==> config.mk <==
export PLATFORM = sky130hd
export DESIGN_NAME = fetch_unit
export DESIGN_NICKNAME = d
export VERILOG_FILES = /design/src/rtl/riscv_pkg.sv /design/src/rtl/fetch_fifo.sv /design/src/rtl/fetch_unit.sv
export SDC_FILE = /design/constraint.sdc
export NUM_CORES = 1
export LEC_CHECK = 0
export CAP_MARGIN = 20
export CORE_MARGIN = 8
export CORE_UTILIZATION = 42
export CTS_CLUSTER_DIAMETER = 80
export CTS_CLUSTER_SIZE = 20
export DETAILED_ROUTE_END_ITERATION = 8
export HOLD_SLACK_MARGIN = 0.02
export SLEW_MARGIN = 20
export SYNTH_ARGS = -nofsm -noshare
export SYNTH_HDL_FRONTEND = slang
export SYNTH_SLANG_ARGS = --single-unit
==> constraint.sdc <==
create_clock -name clk -period 8.3 [get_ports clk]
set_input_delay 1.66 -clock clk [delete_from_list [all_inputs] [get_ports clk]]
set_output_delay 1.66 -clock clk [all_outputs]
set_load 0.03 [all_outputs]
==> src/rtl/riscv_pkg.sv <==
// Shared fetch-side types and constants.
// Entry struct pairs each buffered instruction with its PC.
package riscv_pkg;

    localparam int XLEN   = 32;
    localparam int DROP_W = 8;

    localparam logic [XLEN-1:0] NOP_INSTR = 32'h0000_0013;

    typedef struct packed {
        logic [XLEN-1:0] pc;
        logic [XLEN-1:0] instr;
    } fetch_entry_t;

endpackage

==> src/rtl/fetch_fifo.sv <==
// Small power-of-two FIFO buffering fetched instructions.
// Flush wins over push/pop; push+pop when full is legal.
module fetch_fifo #(
    parameter int DEPTH = 2,
    parameter int WIDTH = 64
) (
    input  logic                     clk,
    input  logic                     reset_n,
    input  logic                     i_flush,
    input  logic                     i_push,
    input  logic [WIDTH-1:0]         i_data,
    input  logic                     i_pop,
    output logic [WIDTH-1:0]         o_data,
    output logic [$clog2(DEPTH):0]   o_count,
    output logic                     o_empty
);

    localparam int AW = $clog2(DEPTH);
    localparam int CW = AW + 1;

    logic [WIDTH-1:0] r_mem [DEPTH];
    logic [AW-1:0]    r_wptr;
    logic [AW-1:0]    r_rptr;
    logic [CW-1:0]    r_count;

    always_ff @(posedge clk) begin
        if (i_push) begin
            r_mem[r_wptr] <= i_data;
        end
    end

    always_ff @(posedge clk) begin
        if (!reset_n || i_flush) begin
            r_wptr  <= '0;
            r_rptr  <= '0;
            r_count <= '0;
        end else begin
            if (i_push) r_wptr <= r_wptr + AW'(1);
            if (i_pop)  r_rptr <= r_rptr + AW'(1);
            r_count <= r_count + CW'(i_push) - CW'(i_pop);
        end
    end

    assign o_data  = r_mem[r_rptr];
    assign o_count = r_count;
    assign o_empty = (r_count == '0);

endmodule

==> src/rtl/fetch_unit.sv <==
// Fetch stage: PC, credit-limited imem requests, response buffer
// and decode-facing output register with redirect flush.
module fetch_unit
    import riscv_pkg::*;
#(
    parameter int              xlen       = XLEN,
    parameter logic [xlen-1:0] RESET_PC   = '0,
    parameter int              FIFO_DEPTH = 2
) (
    input  logic            clk,
    input  logic            reset_n,
    output logic            imem_req_valid,
    output logic [xlen-1:0] imem_req_addr,
    input  logic            imem_req_ready,
    input  logic            imem_rsp_valid,
    input  logic [xlen-1:0] imem_rsp_data,
    input  logic            redirect_valid,
    input  logic [xlen-1:0] redirect_pc,
    input  logic            decode_ready,
    output logic [xlen-1:0] current_instruction,
    output logic [xlen-1:0] current_pc,
    output logic            instr_valid
);

    localparam int CW = $clog2(FIFO_DEPTH) + 1;

    logic              r_run;
    logic [xlen-1:0]   r_pc;
    logic [xlen-1:0]   r_rsp_pc;
    logic [CW-1:0]     r_in_flight;
    logic [DROP_W-1:0] r_drop_cnt;
    logic              r_cur_valid;
    logic [xlen-1:0]   r_cur_instr;
    logic [xlen-1:0]   r_cur_pc;

    logic [CW-1:0]     w_count;
    logic [CW-1:0]     w_used;
    logic              w_empty;
    logic              w_issue;
    logic              w_accept;
    logic              w_rsp_drop;
    logic              w_rsp_keep;
    logic              w_rsp_any;
    logic              w_can_load;
    logic              w_bypass;
    logic              w_push;
    logic              w_pop;
    logic [xlen-1:0]   w_redir_pc;
    fetch_entry_t      w_rsp_entry;
    fetch_entry_t      w_head;

    // Credits cover in-flight plus buffered, so responses never overflow.
    assign w_used     = r_in_flight + w_count;
    assign w_issue    = r_run & (w_used < CW'(FIFO_DEPTH)) & ~redirect_valid;
    assign w_accept   = w_issue & imem_req_ready;
    assign w_rsp_drop = imem_rsp_valid & (r_drop_cnt != '0);
    assign w_rsp_keep = imem_rsp_valid & (r_drop_cnt == '0)
                      & (r_in_flight != '0);
    assign w_rsp_any  = w_rsp_drop | w_rsp_keep;
    assign w_can_load = ~r_cur_valid | decode_ready;
    assign w_bypass   = w_rsp_keep & w_empty & w_can_load;
    assign w_push     = w_rsp_keep & ~w_bypass & ~redirect_valid;
    assign w_pop      = w_can_load & ~w_empty & ~redirect_valid;
    assign w_redir_pc = redirect_pc & ~xlen'(3);

    assign w_rsp_entry = '{pc: r_rsp_pc, instr: imem_rsp_data};

    fetch_fifo #(
        .DEPTH (FIFO_DEPTH),
        .WIDTH ($bits(fetch_entry_t))
    ) u_fifo (
        .clk     (clk),
        .reset_n (reset_n),
        .i_flush (redirect_valid),
        .i_push  (w_push),
        .i_data  (w_rsp_entry),
        .i_pop   (w_pop),
        .o_data  (w_head),
        .o_count (w_count),
        .o_empty (w_empty)
    );

    always_ff @(posedge clk) begin
        if (!reset_n) begin
            r_run       <= 1'b0;
            r_pc        <= RESET_PC;
            r_rsp_pc    <= RESET_PC;
            r_in_flight <= '0;
            r_drop_cnt  <= '0;
            r_cur_valid <= 1'b0;
            r_cur_instr <= NOP_INSTR;
            r_cur_pc    <= RESET_PC;
        end else if (redirect_valid) begin
            r_run       <= 1'b1;
            r_pc        <= w_redir_pc;
            r_rsp_pc    <= w_redir_pc;
            r_drop_cnt  <= r_drop_cnt + DROP_W'(r_in_flight)
                         + DROP_W'(w_accept) - DROP_W'(w_rsp_any);
            r_in_flight <= '0;
            r_cur_valid <= 1'b0;
            r_cur_instr <= NOP_INSTR;
        end else begin
            r_run       <= 1'b1;
            r_in_flight <= r_in_flight + CW'(w_accept) - CW'(w_rsp_keep);
            if (w_accept)   r_pc       <= r_pc + xlen'(4);
            if (w_rsp_keep) r_rsp_pc   <= r_rsp_pc + xlen'(4);
            if (w_rsp_drop) r_drop_cnt <= r_drop_cnt - DROP_W'(1);
            // Buffered entries are older than a fresh response.
            if (w_pop) begin
                r_cur_valid <= 1'b1;
                r_cur_instr <= w_head.instr;
                r_cur_pc    <= w_head.pc;
            end else if (w_bypass) begin
                r_cur_valid <= 1'b1;
                r_cur_instr <= imem_rsp_data;
                r_cur_pc    <= r_rsp_pc;
            end else if (r_cur_valid && decode_ready) begin
                r_cur_valid <= 1'b0;
                r_cur_instr <= NOP_INSTR;
            end
        end
    end

    assign imem_req_valid      = w_issue;
    assign imem_req_addr       = r_pc;
    assign instr_valid         = r_cur_valid;
    assign current_instruction = r_cur_instr;
    assign current_pc          = r_cur_pc;

endmodule
# --- Word-level counts from Yosys, hierarchy flattened ---
# Memories as Yosys holds them, arrays and structs flattened. A register that Yosys moved wholly into a read port is not among the register bits.
# Cells that the tools add are included.
totals:
  mem_bits_rw: 128
  in_bits: 70
  register_bits: 144
  mem_count: 1
  elab_cells: 80
mem_list:
  columns: ["memory", "words", "word_bits", "read_ports", "rd_clocked_by_memory_dff", "write_ports", "line_no", "rtl"]
  rows:
  - ["u_fifo.r_mem", 2, 64, 1, 1, 1, "fetch_fifo.sv:21", "logic [WIDTH-1:0] r_mem [DEPTH];"]
classes:
  muxes: 19
  addsub: 13
  n_bitwise: 19
  reduce_logical: 14
  magnitude_cmp: 1
op_table:
  columns: ["operator", "count"]
  rows:
  - ["two-way mux 32 bit", 9]
  - ["adder 32 x 3 -> 32 bit (second input constant)", 2]
  - ["two-way mux 8 bit", 2]
  - ["bitwise AND 1 bit", 12]
  - ["nonzero test 2 bit", 5]
  - ["adder 8 x 1 -> 8 bit", 1]
  - ["adder 8 x 2 -> 8 bit", 1]
  - ["zero test 8 bit", 1]
  - ["two-way mux 1 bit", 8]
  - ["nonzero test 8 bit", 1]
  - ["subtractor 8 x 1 -> 8 bit", 1]
  - ["subtractor 8 x 1 -> 8 bit (second input constant)", 1]
  - ["NOT 1 bit", 5]
  - ["adder 2 x 1 -> 2 bit", 2]
  - ["subtractor 2 x 1 -> 2 bit", 2]
  - ["nonzero test 3 bit", 1]
  - ["adder 1 bit (second input constant)", 2]
  - ["adder 2 bit", 1]
  - ["zero test 2 bit", 1]
  - ["< comparator 2 bit (second input constant)", 1]
  - ["bitwise OR 1 bit", 2]
  - ["AND reduction 2 bit", 1]
  - ["OR reduction 2 bit", 1]
  - ["logical AND 1 bit", 1]
  - ["2 further kinds", 2]

# --- Longest topological paths before layout ---
depth:
  ltp_word: 10
  depth_mapped: 12
  ltp_nobuf: 12

# --- Cells and area by module ---
# From an unflattened synthesis, not the netlist that was laid out.
unflattened:
  cells_unflattened: 1045
  hier_area_um2: 11974.0
modules_own_cells:
  columns: ["mod", "n_inst", "seq_area_each_um2", "area_each_um2", "cells_each"]
  rows:
  - ["fetch_unit", 1, 2722.6, 6835.3, 824]
  - ["fetch_fifo", 1, 3943.8, 5138.7, 221]

# --- Worst setup path before layout ---
# OpenSTA, ideal clock, no wires.
synth_timing:
  path_type: "input port to flip-flop"
  from: "in redirect_valid"
  to: "mem u_fifo.r_mem[0][0] (enable)"
  required_time_ps: 7818
  setup_ps: 482
  setup_slack_ps: 2760
  arrival_time_ps: 5058
  cell_stages: 5
  cell_sequence: "clkbuf_1 > clkbuf_1 > nor3_1 > inv_1 > nor2_1"
synth_via:
  elab_chain_cells: 4
synth_rtl:
  columns: ["element", "line_no", "rtl"]
  rows:
  - ["from (decl)", "fetch_unit.sv:17", "input logic redirect_valid,"]
  - ["NOT 1 bit (no line)", null, null]
  - ["bitwise AND 1 bit", "fetch_unit.sv:62", "assign w_push = w_rsp_keep & ~w_bypass & ~redirect_valid;"]
  - ["two-way mux 1 bit", "fetch_fifo.sv:27", "if (i_push) begin"]
  - ["two-way mux 1 bit (implied by the code)", "fetch_fifo.sv:28", "r_mem[r_wptr] <= i_data;"]
  - ["to (decl)", "fetch_fifo.sv:21", null]
# Every way passes these cells.

# --- Worst setup path after layout ---
layout_timing:
  from: "in redirect_valid"
  to: "out imem_req_valid"
layout_via:
  elab_chain_cells: 2
layout_rtl:
  columns: ["element", "line_no", "rtl"]
  rows:
  - ["NOT 1 bit (no line)", null, null]
  - ["bitwise AND 1 bit", "fetch_unit.sv:54", "assign w_issue = r_run & (w_used < CW'(FIFO_DEPTH)) & ~redirect_valid;"]
  - ["to (decl)", "fetch_unit.sv:12", "output logic imem_req_valid,"]
# Every way passes these cells.

==> impl_metrics.sql <==
INSERT INTO impl_metrics (metric_group, metric, value, unit) VALUES
('global_route', 'grt_pass1_wl', '45.9', 'mm'),
('timing', 'slew-limit-headroom', '29.8', '%'),
('clock_tree', 'postCtsSetupBuffers', '0', ''),
('global_route', 'grt_remaining_overflow', '0', ''),
('floorplanning', 'floorplan.io_pins', '168', ''),
('logic_synthesis', 'synth_area', '0.0114', 'mm^2'),
('power', 'worst_case_vdd_ir_drop', '114', 'uV'),
('power', 'switching_power', '694', 'uW'),
('timing', 'setup_clock_skew_after_layout', '0.0218', 'ns'),
('global_route', 'grt_use_total', '17.0', '%'),
('power', 'seq_power_share', '54.0', '%'),
('logic_synthesis', 'synth.top_cell.area_share', '32.7', '%'),
('placed_design', 'routability_congestion', '0.808', ''),
('power', 'clock_power_share', '30.7', '%'),
('logic_synthesis', 'compound_cell_area_share_of_the_yosys_netlist', '14.4', '%'),
('clock_tree', 'post_cts_resized', '0', ''),
('logic_synthesis', 'synth.yosys.warnings', '0', ''),
('logic_synthesis', 'postSynth.topFlopCell', 'sky130_fd_sc_hd__dfxtp_1', ''),
('logic_synthesis', 'syn_inst', '1031', ''),
('timing', 'grt_setup_unrepaired', 'no', ''),
('cells_and_area', 'antenna-diode-count', '0', ''),
('clock_tree', 'clock-sinks', '263', ''),
('cells_and_area', 'layout-drive-gt1-share', '6.17', '%'),
('run', 'drv_cap', '0', ''),
('detailed_routing', 'drt_pass1_iterations', '5', ''),
('cells_and_area', 'layout-area-overhead-vs-synth', '21.0', '%'),
('logic_synthesis', 'seq_area_frac_synth', '57.2', '%'),
('power', 'static-leakage-power', '0.00444', 'uW'),
('cells_and_area', 'design.final.nets', '1253', ''),
('timing', 'hold_slack', '0.456', 'ns'),
('worst_setup_path', 'required', '6.64', 'ns'),
('clock_tree', 'clk-insertion-delay-late', '0.50', 'ns'),
('cells_and_area', 'filler_cell_count', '2424', ''),
('detailed_routing', 'routed_wl', '28.4', 'mm'),
('timing', 'period_share', '58.1', '%'),
('logic_synthesis', 'ys_async_sr_fraction', '0', '%'),
('floorplanning', 'die_x', '181', 'um'),
('detailed_routing', 'wl_per_cell', '18.8', 'um'),
('clock_tree', 'cts_tree', 'done', ''),
('detailed_routing', 'vias_cell', '5.58', ''),
('detailed_routing', 'routed-via-count', '8413', ''),
('logic_synthesis', 'avgSynthCellArea', '11.0', 'um^2'),
('worst_setup_path', 'critPathKind', 'in -> out', ''),
('worst_setup_path', 'worst-path-max-fanout', '64', ''),
('logic_synthesis', 'netlist.top_cell.by_area', 'sky130_fd_sc_hd__edfxtp_1', ''),
('detailed_routing', 'route.antenna.remaining_nets', '0', ''),
('floorplanning', 'fp.dieH', '181', 'um'),
('clock_tree', 'cts.root.buffer_cell', 'sky130_fd_sc_hd__clkbuf_16', ''),
('clock_tree', 'ctsHoldBuffers', '0', ''),
('power', 'comb_power_share', '15.3', '%'),
('floorplanning', 'dieArea', '0.0326', 'mm^2'),
('logic_synthesis', 'synth_top_family_by_area', 'compound AO/OA/AOI/OAI gates', ''),
('worst_hold_path', 'hp-class', 'reg -> reg', ''),
('global_route', 'number_of_antenna_violations_at_the_first_check_in_global_routing', '1', ''),
('logic_synthesis', 'synth.area.top_cells', 'sky130_fd_sc_hd__edfxtp_1, sky130_fd_sc_hd__dfxtp_1, sky130_fd_sc_hd__nand2_1', ''),
('timing', 'worstMarginPinSlew', '1.05', 'ns'),
('power', 'power_density', '193', 'mW/mm^2'),
('timing', 'final_max_slew_viol_count', '0', ''),
('logic_synthesis', 'post_synthesis_share_of_cell_area_spent_on_full_adders_half_adders_and_majority_gates', '2.88', '%'),
('timing', 'hold_viol_final', '0', ''),
('timing', 'finalCriticalPeriod', '4.82', 'ns'),
('clock_tree', 'ctsHtreeMaxLevel', '1', ''),
('timing', 'max_freq', '207', 'MHz'),
('global_route', 'first_global_vias', '8346', ''),
('floorplanning', 'std_cell_rows', '60', ''),
('floorplanning', 'starting_utilization_of_the_core_area', '42.5', '%'),
('outcome', 'outcome', 'finished clean', ''),
('power', 'netSwitchingFraction', '26.1', '%'),
('logic_synthesis', 'yosysMostFrequentCell', 'sky130_fd_sc_hd__dfxtp_1', ''),
('logic_synthesis', 'basic_gate_share_of_the_synthesized_area_counting_and_or_nand_and_nor_cells', '13.2', '%'),
('clock_tree', 'max-clock-path-buffers', '3', '');
## cells in the final DEF, fill, tap and decap left out, types with 4 or more instances in the layout
master / instances
sky130_fd_sc_hd__clkdlybuf4s50_1: 160
sky130_fd_sc_hd__o2111ai_1: 7
sky130_fd_sc_hd__mux2_2: 29
sky130_fd_sc_hd__buf_4: 10
sky130_fd_sc_hd__and4_1: 11
sky130_fd_sc_hd__conb_1: 4
sky130_fd_sc_hd__nor2b_1: 12
sky130_fd_sc_hd__a21oi_1: 61
sky130_fd_sc_hd__nor3_1: 41
sky130_fd_sc_hd__xnor2_1: 19
sky130_fd_sc_hd__o21a_1: 9
sky130_fd_sc_hd__xor2_1: 22
sky130_fd_sc_hd__o21ai_0: 46
sky130_fd_sc_hd__a31oi_1: 13
sky130_fd_sc_hd__clkbuf_1: 9
sky130_fd_sc_hd__nand2_1: 101
sky130_fd_sc_hd__nand2b_1: 6
sky130_fd_sc_hd__nor2_1: 55
sky130_fd_sc_hd__o211ai_1: 35
sky130_fd_sc_hd__a222oi_1: 29
sky130_fd_sc_hd__o31ai_1: 5
sky130_fd_sc_hd__or3_1: 11
sky130_fd_sc_hd__dfxtp_1: 138
sky130_fd_sc_hd__nand3_1: 16
sky130_fd_sc_hd__o31a_1: 7
sky130_fd_sc_hd__edfxtp_1: 124
sky130_fd_sc_hd__mux2i_1: 36
sky130_fd_sc_hd__clkbuf_16: 17
sky130_fd_sc_hd__and3_1: 16
sky130_fd_sc_hd__o311a_1: 4
sky130_fd_sc_hd__and2_1: 6
sky130_fd_sc_hd__a211oi_1: 12
sky130_fd_sc_hd__nor4_1: 8
sky130_fd_sc_hd__ha_1: 23
sky130_fd_sc_hd__inv_1: 22
sky130_fd_sc_hd__nand4_1: 7
## worst max-delay path, delay by kind of cell
family                 cells  cell delay, ns
buffers and inverters      4            1.27
AND/OR/NAND/NOR            1            0.19
## metrics by stage
stage          util (%)  instance area (um^2)  std cells  setup slack, ns
3_3_place_gp       49.6                 13300       1480             3.26
5_1_grt            51.4                 13800       1508             3.39
4_1_cts            51.4                 13800       1508             3.48
3_5_place_dp       49.6                 13300       1480             3.20
6_report           51.4                 13800       1508             3.48
2_1_floorplan         -                 11400       1034             2.76
## sequential cells by signal, indices dropped and copies added (netlist names), named ones only
signal and flops:
current_instruction 32, current_pc 30, imem_req_addr 30, instr_valid 1, r_drop_cnt 8, r_in_flight 2, r_rsp_pc 30, r_run 1
u_fifo.o_count 2, u_fifo.r_mem 124, u_fifo.r_rptr 1, u_fifo.r_wptr 1
## final cells by class
class	count	area share, %
Sequential cell	263	47.3
Timing Repair Buffer	171	12.2
Clock buffer	26	3.33
Multi-Input combinational cell	680	33.3
Tap cell	341	3.10
Clock inverter	2	0.173
Inverter	25	0.681
## layer usage
| metal | vias to the layer above | global-route usage (%) | share of wire [%] |
|---|---|---|---|
| li1 | 4103 | - | - |
| met1 | 4037 | 23.6 | 48 |
| met2 | 245 | 26.7 | 44 |
| met3 | 26 | 4.07 | 6.7 |
| met4 | 2 | 3.11 | 1.3 |
| met5 | - | 0 | 0.046 |
## final timing paths
path | startpoint | slack (ns) | to | cells past startpoint
worst max-delay path | redirect_valid | 3.48 | imem_req_valid | 5
worst min-delay path | current_pc[6]$_SDFFE_PN0P_ | 0.46 | current_pc[6]$_SDFFE_PN0P_ | 2
worst max register to register | u_fifo.o_count[1]$_SDFF_PP0_ | 4.65 | r_drop_cnt[4]$_SDFFE_PN0P_ | 10
worst min register to register | current_pc[6]$_SDFFE_PN0P_ | 0.46 | current_pc[6]$_SDFFE_PN0P_ | 2
## power by group through the flow
stage          clock network (uW)  registers [uW]  logic, uW
3_3_place_gp                    0            1460        401
4_1_cts                       846            1430        409
6_report                      816            1430        406
2_1_floorplan                   0            1470        267
5_1_grt                       890            1440        458
3_5_place_dp                    0            1460        406
## cells by family after synthesis
family / Yosys count
xor gates and xnor gates: 41
buffers and inverters: 91
other: 1
and+or+nand+nor: 304
DFF: 263
AOI/OAI and AO/OA: 241
adders and majority gates: 25
muxes: 65
No activity file was read; power rests on OpenSTA's default activity.
